===== config.mk =====
export PLATFORM = sky130hd
export DESIGN_NAME = uart_apb_regif
export DESIGN_NICKNAME = d
export VERILOG_FILES = /design/src/rtl/uart_apb_regif.sv
export SDC_FILE = /design/constraint.sdc
export NUM_CORES = 1
export LEC_CHECK = 0
export BUFFER_PORTS_ARGS = -buffer_cell sky130_fd_sc_hd__buf_2
export CORE_MARGIN = 1.5
export CORE_UTILIZATION = 55
export DETAILED_ROUTE_END_ITERATION = 10
export PLACE_DENSITY = 0.83
export RECOVER_POWER = 50
export REMOVE_ABC_BUFFERS = 1
export SYNTH_ARGS = -nofsm -noshare
export SYNTH_HDL_FRONTEND = slang
export SYNTH_SLANG_ARGS = --single-unit

===== constraint.sdc =====
create_clock -name PCLK -period 5.7 [get_ports PCLK]
set_input_delay 0 -clock PCLK [delete_from_list [all_inputs] [get_ports PCLK]]
set_output_delay 0 -clock PCLK [all_outputs]
set_load 0.03 [all_outputs]

===== src/rtl/uart_apb_regif.sv =====
// -----------------------------------------------------------------------------
// uart_apb_regif
//   APB3 slave register bank and interrupt controller for a 16550-style UART.
//   It decodes bus accesses into the divisor and configuration registers, and
//   issues THR push and RBR pop handshakes to the TX/RX buffers. It also
//   builds the LSR and MSR status views and a registered, prioritised IIR/INTR.
//
//   Optional feature: define UART_SCR_EN to map an 8-bit scratch register at
//   offset 7. When it is undefined, offset 7 is unmapped: PSLVERR=1, PRDATA=0,
//   and writes are discarded.
//
// Ports
//   PCLK, PRESETn                 clock, asynchronous active-low reset
//   PSEL/PENABLE/PWRITE/PADDR/PWDATA  APB3 request
//   PRDATA/PREADY/PSLVERR         APB3 response
//   DLR, IER, LCR, FCR, MCR       configuration outputs
//   tx_push/tx_data               THR write handshake to the TX buffer
//   rx_pop/rx_data                RBR read handshake to the RX buffer
//   rx_rdy, oe, pe, fe, bi, thre, temt   buffer/shifter status
//   fifo_rx_clr, fifo_tx_clr      FIFO clear pulses from FCR writes
//   cts, dsr, ri, dcd             asynchronous modem pins (active low)
//   INTR                          interrupt request (= ~IIR[0])
// -----------------------------------------------------------------------------
module uart_apb_regif #(
   parameter logic [15:0] DLR_RST  = 16'd1,
   parameter int          SYNC_STG = 2
) (
   input  logic        PCLK,
   input  logic        PRESETn,
   input  logic        PSEL,
   input  logic        PENABLE,
   input  logic        PWRITE,
   input  logic [2:0]  PADDR,
   input  logic [7:0]  PWDATA,
   output logic [7:0]  PRDATA,
   output logic        PREADY,
   output logic        PSLVERR,
   output logic [15:0] DLR,
   output logic [7:0]  IER,
   output logic [7:0]  LCR,
   output logic [7:0]  FCR,
   output logic [7:0]  MCR,
   output logic        tx_push,
   output logic [7:0]  tx_data,
   output logic        rx_pop,
   input  logic [7:0]  rx_data,
   input  logic        rx_rdy,
   input  logic        oe,
   input  logic        pe,
   input  logic        fe,
   input  logic        bi,
   input  logic        thre,
   input  logic        temt,
   output logic        fifo_rx_clr,
   output logic        fifo_tx_clr,
   input  logic        cts,
   input  logic        dsr,
   input  logic        ri,
   input  logic        dcd,
   output logic        INTR
);

   // The APB setup phase is the ST_IDLE cycle with PSEL & ~PENABLE. ST_ACCESS
   // is the first access cycle. ST_WAIT is the extra cycle of an RBR read.
   typedef enum logic [1:0] {ST_IDLE, ST_ACCESS, ST_WAIT} state_t;

   state_t      r_state, w_next;
   logic [15:0] r_dlr;
   logic [7:0]  r_ier, r_lcr, r_fcr, r_mcr, r_tx_data, r_iir;
   logic [3:0]  r_lsr_err, r_msr_dlt, r_msr_prev;
   logic        r_thre_q, r_thre_int;
   logic [3:0]  r_sync [SYNC_STG];
`ifdef UART_SCR_EN
   logic [7:0]  r_scr;
`endif

   logic       w_dlab, w_en, w_acc, w_wr, w_rd, w_unmapped, w_rbr_rd;
   logic       w_thr_wr, w_fcr_wr, w_lsr_rd, w_msr_rd, w_iir_rd, w_iir_clr;
   logic [7:0] w_lsr, w_msr, w_rd_mux;
   logic [3:0] w_mstat, w_mchg, w_iid;

   assign w_dlab = r_lcr[7];
   assign w_en   = PSEL & PENABLE;
   assign w_acc  = (r_state == ST_ACCESS) & w_en;
`ifdef UART_SCR_EN
   assign w_unmapped = 1'b0;
`else
   assign w_unmapped = (PADDR == 3'd7);
`endif
   assign w_rbr_rd  = w_acc & ~PWRITE & (PADDR == 3'd0) & ~w_dlab;
   assign w_wr      = w_acc &  PWRITE & ~w_unmapped;
   assign w_rd      = w_acc & ~PWRITE & ~w_unmapped;
   assign w_thr_wr  = w_wr & (PADDR == 3'd0) & ~w_dlab;
   assign w_fcr_wr  = w_wr & (PADDR == 3'd2);
   assign w_lsr_rd  = w_rd & (PADDR == 3'd5);
   assign w_msr_rd  = w_rd & (PADDR == 3'd6);
   assign w_iir_rd  = w_rd & (PADDR == 3'd2);
   // Only a read that returns the THRE identity acknowledges that interrupt.
   assign w_iir_clr = w_iir_rd & (r_iir[3:0] == 4'h2);

   // ---------------- bus FSM ----------------
   always_ff @(posedge PCLK or negedge PRESETn) begin
      // NOTE: sequential state uses non-blocking assignments so every flop samples pre-edge values.
      if (!PRESETn) r_state <= ST_IDLE;
      else          r_state <= w_next;
   end

   always_comb begin
      // NOTE: every output gets a default first, so no path can infer a latch.
      w_next  = r_state;
      rx_pop  = 1'b0;
      PREADY  = 1'b1;
      PSLVERR = 1'b0;
      PRDATA  = 8'h00;
      case (r_state)
         ST_IDLE: if (PSEL && !PENABLE) w_next = ST_ACCESS;
         ST_ACCESS: begin
            if (!w_en) begin
               w_next = ST_IDLE;
            end else if (w_rbr_rd) begin
               // rx_data is only valid the cycle after the pop, so stretch one cycle.
               rx_pop = 1'b1;
               PREADY = 1'b0;
               w_next = ST_WAIT;
            end else begin
               w_next  = ST_IDLE;
               PSLVERR = w_unmapped;
               if (!PWRITE) PRDATA = w_rd_mux;
            end
         end
         ST_WAIT: begin
            PRDATA = rx_data;
            w_next = ST_IDLE;
         end
         default: w_next = ST_IDLE;
      endcase
   end

   always_comb begin
      w_rd_mux = 8'h00;
      case (PADDR)
         3'd0: w_rd_mux = w_dlab ? r_dlr[7:0] : 8'h00;
         3'd1: w_rd_mux = w_dlab ? r_dlr[15:8] : r_ier;
         3'd2: w_rd_mux = r_iir;
         3'd3: w_rd_mux = r_lcr;
         3'd4: w_rd_mux = r_mcr;
         3'd5: w_rd_mux = w_lsr;
         3'd6: w_rd_mux = w_msr;
`ifdef UART_SCR_EN
         3'd7: w_rd_mux = r_scr;
`endif
         default: w_rd_mux = 8'h00;
      endcase
   end

   // ---------------- configuration registers ----------------
   always_ff @(posedge PCLK or negedge PRESETn) begin
      if (!PRESETn) begin
         r_dlr     <= DLR_RST;
         r_ier     <= 8'h00;
         r_lcr     <= 8'h00;
         r_fcr     <= 8'h00;
         r_mcr     <= 8'h00;
         r_tx_data <= 8'h00;
`ifdef UART_SCR_EN
         r_scr     <= 8'h00;
`endif
      end else begin
         if (w_thr_wr) r_tx_data <= PWDATA;
         if (w_wr) begin
            case (PADDR)
               3'd0: if (w_dlab) r_dlr[7:0] <= PWDATA;
               3'd1: if (w_dlab) r_dlr[15:8] <= PWDATA; else r_ier <= PWDATA;
               3'd2: r_fcr <= PWDATA & 8'hF9;   // clear bits are pulses, never stored
               3'd3: r_lcr <= PWDATA;
               3'd4: r_mcr <= PWDATA;
`ifdef UART_SCR_EN
               3'd7: r_scr <= PWDATA;
`endif
               default: ;
            endcase
         end
      end
   end

   assign tx_push     = w_thr_wr;
   // Present the new byte in the push cycle itself and hold it afterwards.
   assign tx_data     = w_thr_wr ? PWDATA : r_tx_data;
   assign fifo_rx_clr = w_fcr_wr & PWDATA[1];
   assign fifo_tx_clr = w_fcr_wr & PWDATA[2];

   // ---------------- LSR, MSR, THRE interrupt, IIR ----------------
   // Modem status in active-high form {dcd, ri, dsr, cts}. Loopback feeds MCR outputs back.
   assign w_mstat = r_mcr[4] ? {r_mcr[3], r_mcr[2], r_mcr[0], r_mcr[1]}
                             : ~r_sync[SYNC_STG-1];
   assign w_mchg  = {w_mstat[3] ^ r_msr_prev[3],
                     r_msr_prev[2] & ~w_mstat[2],          // RI: trailing edge only
                     w_mstat[1] ^ r_msr_prev[1],
                     w_mstat[0] ^ r_msr_prev[0]};

   assign w_lsr = {r_fcr[0] & (|r_lsr_err), temt, thre, r_lsr_err, rx_rdy};
   assign w_msr = {w_mstat, r_msr_dlt};

   always_ff @(posedge PCLK or negedge PRESETn) begin
      if (!PRESETn) begin
         for (int i = 0; i < SYNC_STG; i++) r_sync[i] <= 4'hF;   // pins idle high
         r_msr_prev <= 4'h0;
         r_msr_dlt  <= 4'h0;
         r_lsr_err  <= 4'h0;
         r_thre_q   <= 1'b1;   // no fake rising edge when leaving reset
         r_thre_int <= 1'b0;
         r_iir      <= 8'h01;
      end else begin
         r_sync[0] <= {dcd, ri, dsr, cts};
         for (int i = 1; i < SYNC_STG; i++) r_sync[i] <= r_sync[i-1];
         r_msr_prev <= w_mstat;
         // When a new event coincides with the clearing read, the event wins.
         r_msr_dlt  <= (r_msr_dlt & {4{~w_msr_rd}}) | w_mchg;
         r_lsr_err  <= (r_lsr_err & {4{~w_lsr_rd}}) | {bi, fe, pe, oe};
         r_thre_q   <= thre;
         r_thre_int <= (thre & ~r_thre_q) | (r_thre_int & ~(w_thr_wr | w_iir_clr));
         r_iir      <= {{2{r_fcr[0]}}, 2'b00, w_iid};
      end
   end

   always_comb begin
      if      ((|r_lsr_err) && r_ier[2]) w_iid = 4'h6;
      else if (rx_rdy && r_ier[0])       w_iid = 4'h4;
      else if (r_thre_int && r_ier[1])   w_iid = 4'h2;
      else if ((|r_msr_dlt) && r_ier[3]) w_iid = 4'h0;
      else                               w_iid = 4'h1;
   end

   assign INTR = ~r_iir[0];
   assign DLR  = r_dlr;
   assign IER  = r_ier;
   assign LCR  = r_lcr;
   assign FCR  = r_fcr;
   assign MCR  = r_mcr;

endmodule


**Word-level counts from Yosys, hierarchy flattened**

Cells that the tools add are included.
Widths: inputs -> output; s select.

- Register bits after elaboration: 83
- Bits of input ports: 35
- Word-level logic and storage cells: 109
- Output and inout bits: 71

- Reductions and logical operators: 16
- Muxes and demuxes: 26
- Eq/ne operators: 11
- Bitwise gates (word level): 40

Operator list:

| cell | number |
|---|---|
| $pmux 8 s7 | 1 |
| $mux 8 | 6 |
| $and 1x1->1 | 21 |
| $pmux 8 s2 | 1 |
| $eq 3x3->1 const B | 4 |
| $mux 4 | 3 |
| $mux 1 | 10 |
| $not 1->1 | 9 |
| $reduce_and 3->1 | 3 |
| $and 4x4->4 | 2 |
| $mux 2 | 4 |
| $or 4x4->4 | 2 |
| $reduce_or 4->1 | 2 |
| $eq 3x2->1 const B | 2 |
| $reduce_and 2->1 | 3 |
| $logic_and 1x1->1 | 5 |
| $eq 4x2->1 const B | 1 |
| $not 4->4 | 1 |
| $pmux 2 s2 | 1 |
| $eq 3x1->1 const B | 1 |
| $logic_not 3->1 | 1 |
| $xor 1x1->1 | 3 |
| $eq 2x1->1 const B | 1 |
| $eq 2x2->1 const B | 1 |
| 4 further kinds | 5 |

**Depth between registers and ports, before layout**

- Depth after elaboration: 10
- Depth in mapped cells: 7
- Depth with buffers taken out: 6

**Worst setup path after synthesis**

No wires, ideal clock.

- Path type: reg2reg
- From: reg r_state[1]
- To: reg r_tx_data[0]
- Clock period less this slack: 2.413 ns
- Data required time: 5.543 ns
- Stages on the path, launching flop included: 7
- Slack: 3.287 ns
- Data arrival time: 2.256 ns
- Library setup time: 0.157 ns
- Buffers on the path: 0
- Cells stage by stage: dfrtp_1 inv_1 ha_1 nand3_1 or4b_4 nor3_4 mux2_2

- Word-level cells in the longest chain between the ends: 7

Ends and longest elaborated chain:

| item | RTL line | source |
|---|---|---|
| start: declaration | 67 | `state_t r_state, w_next;` |
| start signal: assignment | 105 | `else r_state <= w_next;` |
| $eq 2x1->1 | 84 | `assign w_acc = (r_state == ST_ACCESS) & w_en;` |
| $and 1x1->1 | 84 |  |
| $and 1x1->1 (2 in a row) | 91 | `assign w_wr = w_acc & PWRITE & ~w_unmapped;` |
| $and 1x1->1 (2 in a row) | 93 | `assign w_thr_wr = w_wr & (PADDR == 3'd0) & ~w_dlab;` |
| named net tx_push | 43 | `output logic tx_push,` |
| $mux 8 | n/a |  |
| named net tx_data[0] | 44 | `output logic [7:0] tx_data,` |
| end signal: assignment | 164 | `r_tx_data <= 8'h00;` |
| end signal: assignment | 169 | `if (w_thr_wr) r_tx_data <= PWDATA;` |
| end: declaration | 69 | `logic [7:0] r_ier, r_lcr, r_fcr, r_mcr, r_tx_data, r_iir;` |

The timed path passes the listed nets, and every way through them passes these cells.
A chain may end at the register's enable or synchronous reset.

**Worst setup path after layout**

- From: reg r_state[1]
- To: out tx_data[2]

- Word-level cells in the longest chain between the ends: 7

Ends and longest elaborated chain:

| item | RTL line | source |
|---|---|---|
| $eq 2x1->1 | 84 |  |
| $and 1x1->1 | 84 |  |
| $and 1x1->1 (2 in a row) | 91 |  |
| $and 1x1->1 (2 in a row) | 93 |  |
| $mux 8 | 188 | `assign tx_data = w_thr_wr ? PWDATA : r_tx_data;` |
| end: declaration | 44 |  |

Every way passes these cells.

==> results.toml <==
[final_layout]
fin_area_um2 = 4770
diodes = 0
syn_to_final_growth_pct = 23.3
multiInputGateArea_um2 = 1690
nets = 482
fill_cells = 524
seqCellArea_um2 = 2070
drive_gt1_share_pct = 32.7

[critical_path]
reg2reg_depth = 6
end_kind = "primary output"
critPathKind = "flop to primary output"
r2r_slack_ns = 3.29
crit_fanout = 10
cp-start-kind = "flop"
r2r_start = "r_state[1]"
worstPathRequired_ns = 5.70
cp.arrival_ns = 2.77
setup.worst_path.start = "r_state[1]"
rr_endpoint = "DLR[7]"
endpoint = "tx_data[2]"

[logic_synthesis]
synth_area_um2 = 3870
async_flop_share_pct = 100
synth_simple_gate_area_share_pct = 11.7
synth_most_common_cell = "dfrtp_1"
synth.area.mux_share_pct = 19.6
yosysUniqueCellTypes = 54
ys.flop_type = "dfrtp_1"
synth_common_cells = "dfrtp_1, mux2_2, nand2_1, mux2i_1, inv_1"
synth-xor-area-share_pct = 0.679
synth.largest_area_cell = "dfrtp_1"
synth_edf_count = 0
syn_inst = 325
ys_warn_count = 0
ys_seq_area_share_pct = 53.4
yosys-top-cells-area = "dfrtp_1, mux2_2, dfstp_2"
netlist.area_leader.share_pct = 45.9
synthAdderAreaFrac_pct = 0.970
synth_compound_area_share_pct = 10.5
syn_avg_cell_area_um2 = 11.9
synth_top_family_by_area = "multiplexers"
ys_seq_elements = 82

[sta]
rsz0062_at_grt = "false"
setup_viol_count_final = 0
period_share_pct = 48.7
fin_worst_skew_ns = 0.0147
max_slew_margin_pct = 32.0
clock.fmax_mhz = 360
min_period_ns = 2.77
finalMaxSlewViolations = 0
holdWs_ns = 0.0156
hold_violations = 0
tightestPinTransition_ns = 1.02
fin_tns_setup_ns = 0

[floorplan]
coreArea_um2 = 6790
die_x_um = 86.9
die_y_um = 86.9
core.rowCount = 30
start_util_pct = 56.9
io_pins = 106
die_area_um2 = 7550

[detailed_routing]
firstDrtPassIters = 4
final_antenna_net_count = 0
drtIter0Drc = 369
wire_per_inst_um = 18.5
avgViaCountPerCell = 5.76
drc = 0
routed_wl_um = 10100
vias = 3140

[clock_network]
clkTransAtPathRegs_ns = 0.09
cts.sinks = 82
numCtsBuffers = 9
clockRootBuffer = "clkbuf_8"
cts_tree = "done"
clockBufferDepth = 2
ctsHtreeMaxLevel = 3
insertion_delay_ns = 0.36

[pwr]
ir_drop_v = 0.000280
p_leak_nw = 2.24
p_per_area_nw_per_um2 = 337
power_mw = 1.61

[place]
post-dp-hpwl_um = 7020
place_area_um2 = 4450
io_buffers = 103
globalplace.congestion = 0.935

[hold_path]
hold_class = "primary input to flop"

[global_route]
grt_usage_pct = 27.7
grt_pass1_wl_um = 15500
grt_pass1_vias = 3089
grt_max_degree = 83
antenna_found_initial = 0
gr-total-overflow = 0

[outcome]
outcome = "finished, final reports clean"

[run]
max_cap_violations = 0
## critical path: stages, from the launching register on
cell and delay [ns]:
dfrtp_1 0.40, inv_1 0.10, ha_1 0.18, nand3_1 0.11, or4b_4 0.58, nor3_4 0.46, mux2_2 0.41, buf_2 0.18
## metrics by stage
step / setup slack (ns) / util (%) / instances
final: 2.93 / 70.2 / 545
after global routing: 2.78 / 70.2 / 545
after CTS: 2.89 / 71.1 / 545
after detailed placement: 3.27 / 65.5 / 511
after global placement: 3.37 / 65.5 / 511
after floorplan: 3.16 / - / 312
## flip-flops by register name, summed over array words and instances (netlist names)
signal,count
r_state,2
r_tx_data,8
r_msr_prev,4
IER,8
r_thre_int,1
r_thre_q,1
MCR,8
DLR,16
r_lsr_err,4
FCR,6
r_iir,4
LCR,8
r_sync,8
r_msr_dlt,4
## placed cells by master (no fill, tap or decap), types with 3 or more instances in the layout
cell type       n
or4_1           3
a21o_1          4
ha_1            3
o22ai_1         5
inv_1          14
a21oi_1        12
nand2b_1        4
clkbuf_1       47
o21ai_0         8
and2_1          7
dfstp_2        11
a311oi_1        3
nand2_1        27
nand3_1         6
buf_2          56
a221oi_1        3
nor2b_1         5
clkbuf_8        9
dlygate4sd3_1  18
a31oi_1         5
nor2_1         10
mux2_2         54
mux2i_1        15
xnor2_1         3
dfrtp_1        71
a211o_1         4
## how the worst min path moves through the flow
| stage | from | to | cells after the start |
|---|---|---|---|
| floorplan | PRESETn | DLR[10] | 0 |
| global placement | cts | r_sync[4] | 1 |
| detailed placement | dsr | r_sync[5] | 1 |
| CTS | PWDATA[1] | IER[1] | 2 |
| global route | PWDATA[1] | IER[1] | 2 |
| finish | PWDATA[2] | IER[2] | 2 |
## final cells by class
cell class | instances | area share (%)
clock buffer | 10 | 2.68
clock inverter | 6 | 1.55
inverter | 14 | 1.10
multi-input combinational | 216 | 35.4
sequential | 82 | 43.3
tap | 96 | 2.52
timing repair buffer | 121 | 13.4
## where the power goes
group,internal [mW],switching (mW),total [mW]
clock network,0.209,0.224,0.432
registers,0.670,0.0737,0.744
logic,0.150,0.280,0.430
## per-layer routing
layer  global-route usage, %  wire length, µm
met1                    36.7             4160
met2                    43.6             4920
met3                    7.20              739
met4                    11.7              273
met5                       0                0
## repair_timing
action,in CTS,in global routing
hold buffers,18,0
hold endpoints to repair,126,0
resized for setup,0,0
setup buffers,0,0
## kinds of logic after synthesis
family,Yosys count
compound gates,59
xor+xnor,3
fa+ha+maj,3
buf+inv,28
flops,82
mux,69
other cells,1
simple gates,80
No activity file was read; power rests on OpenSTA's default activity.
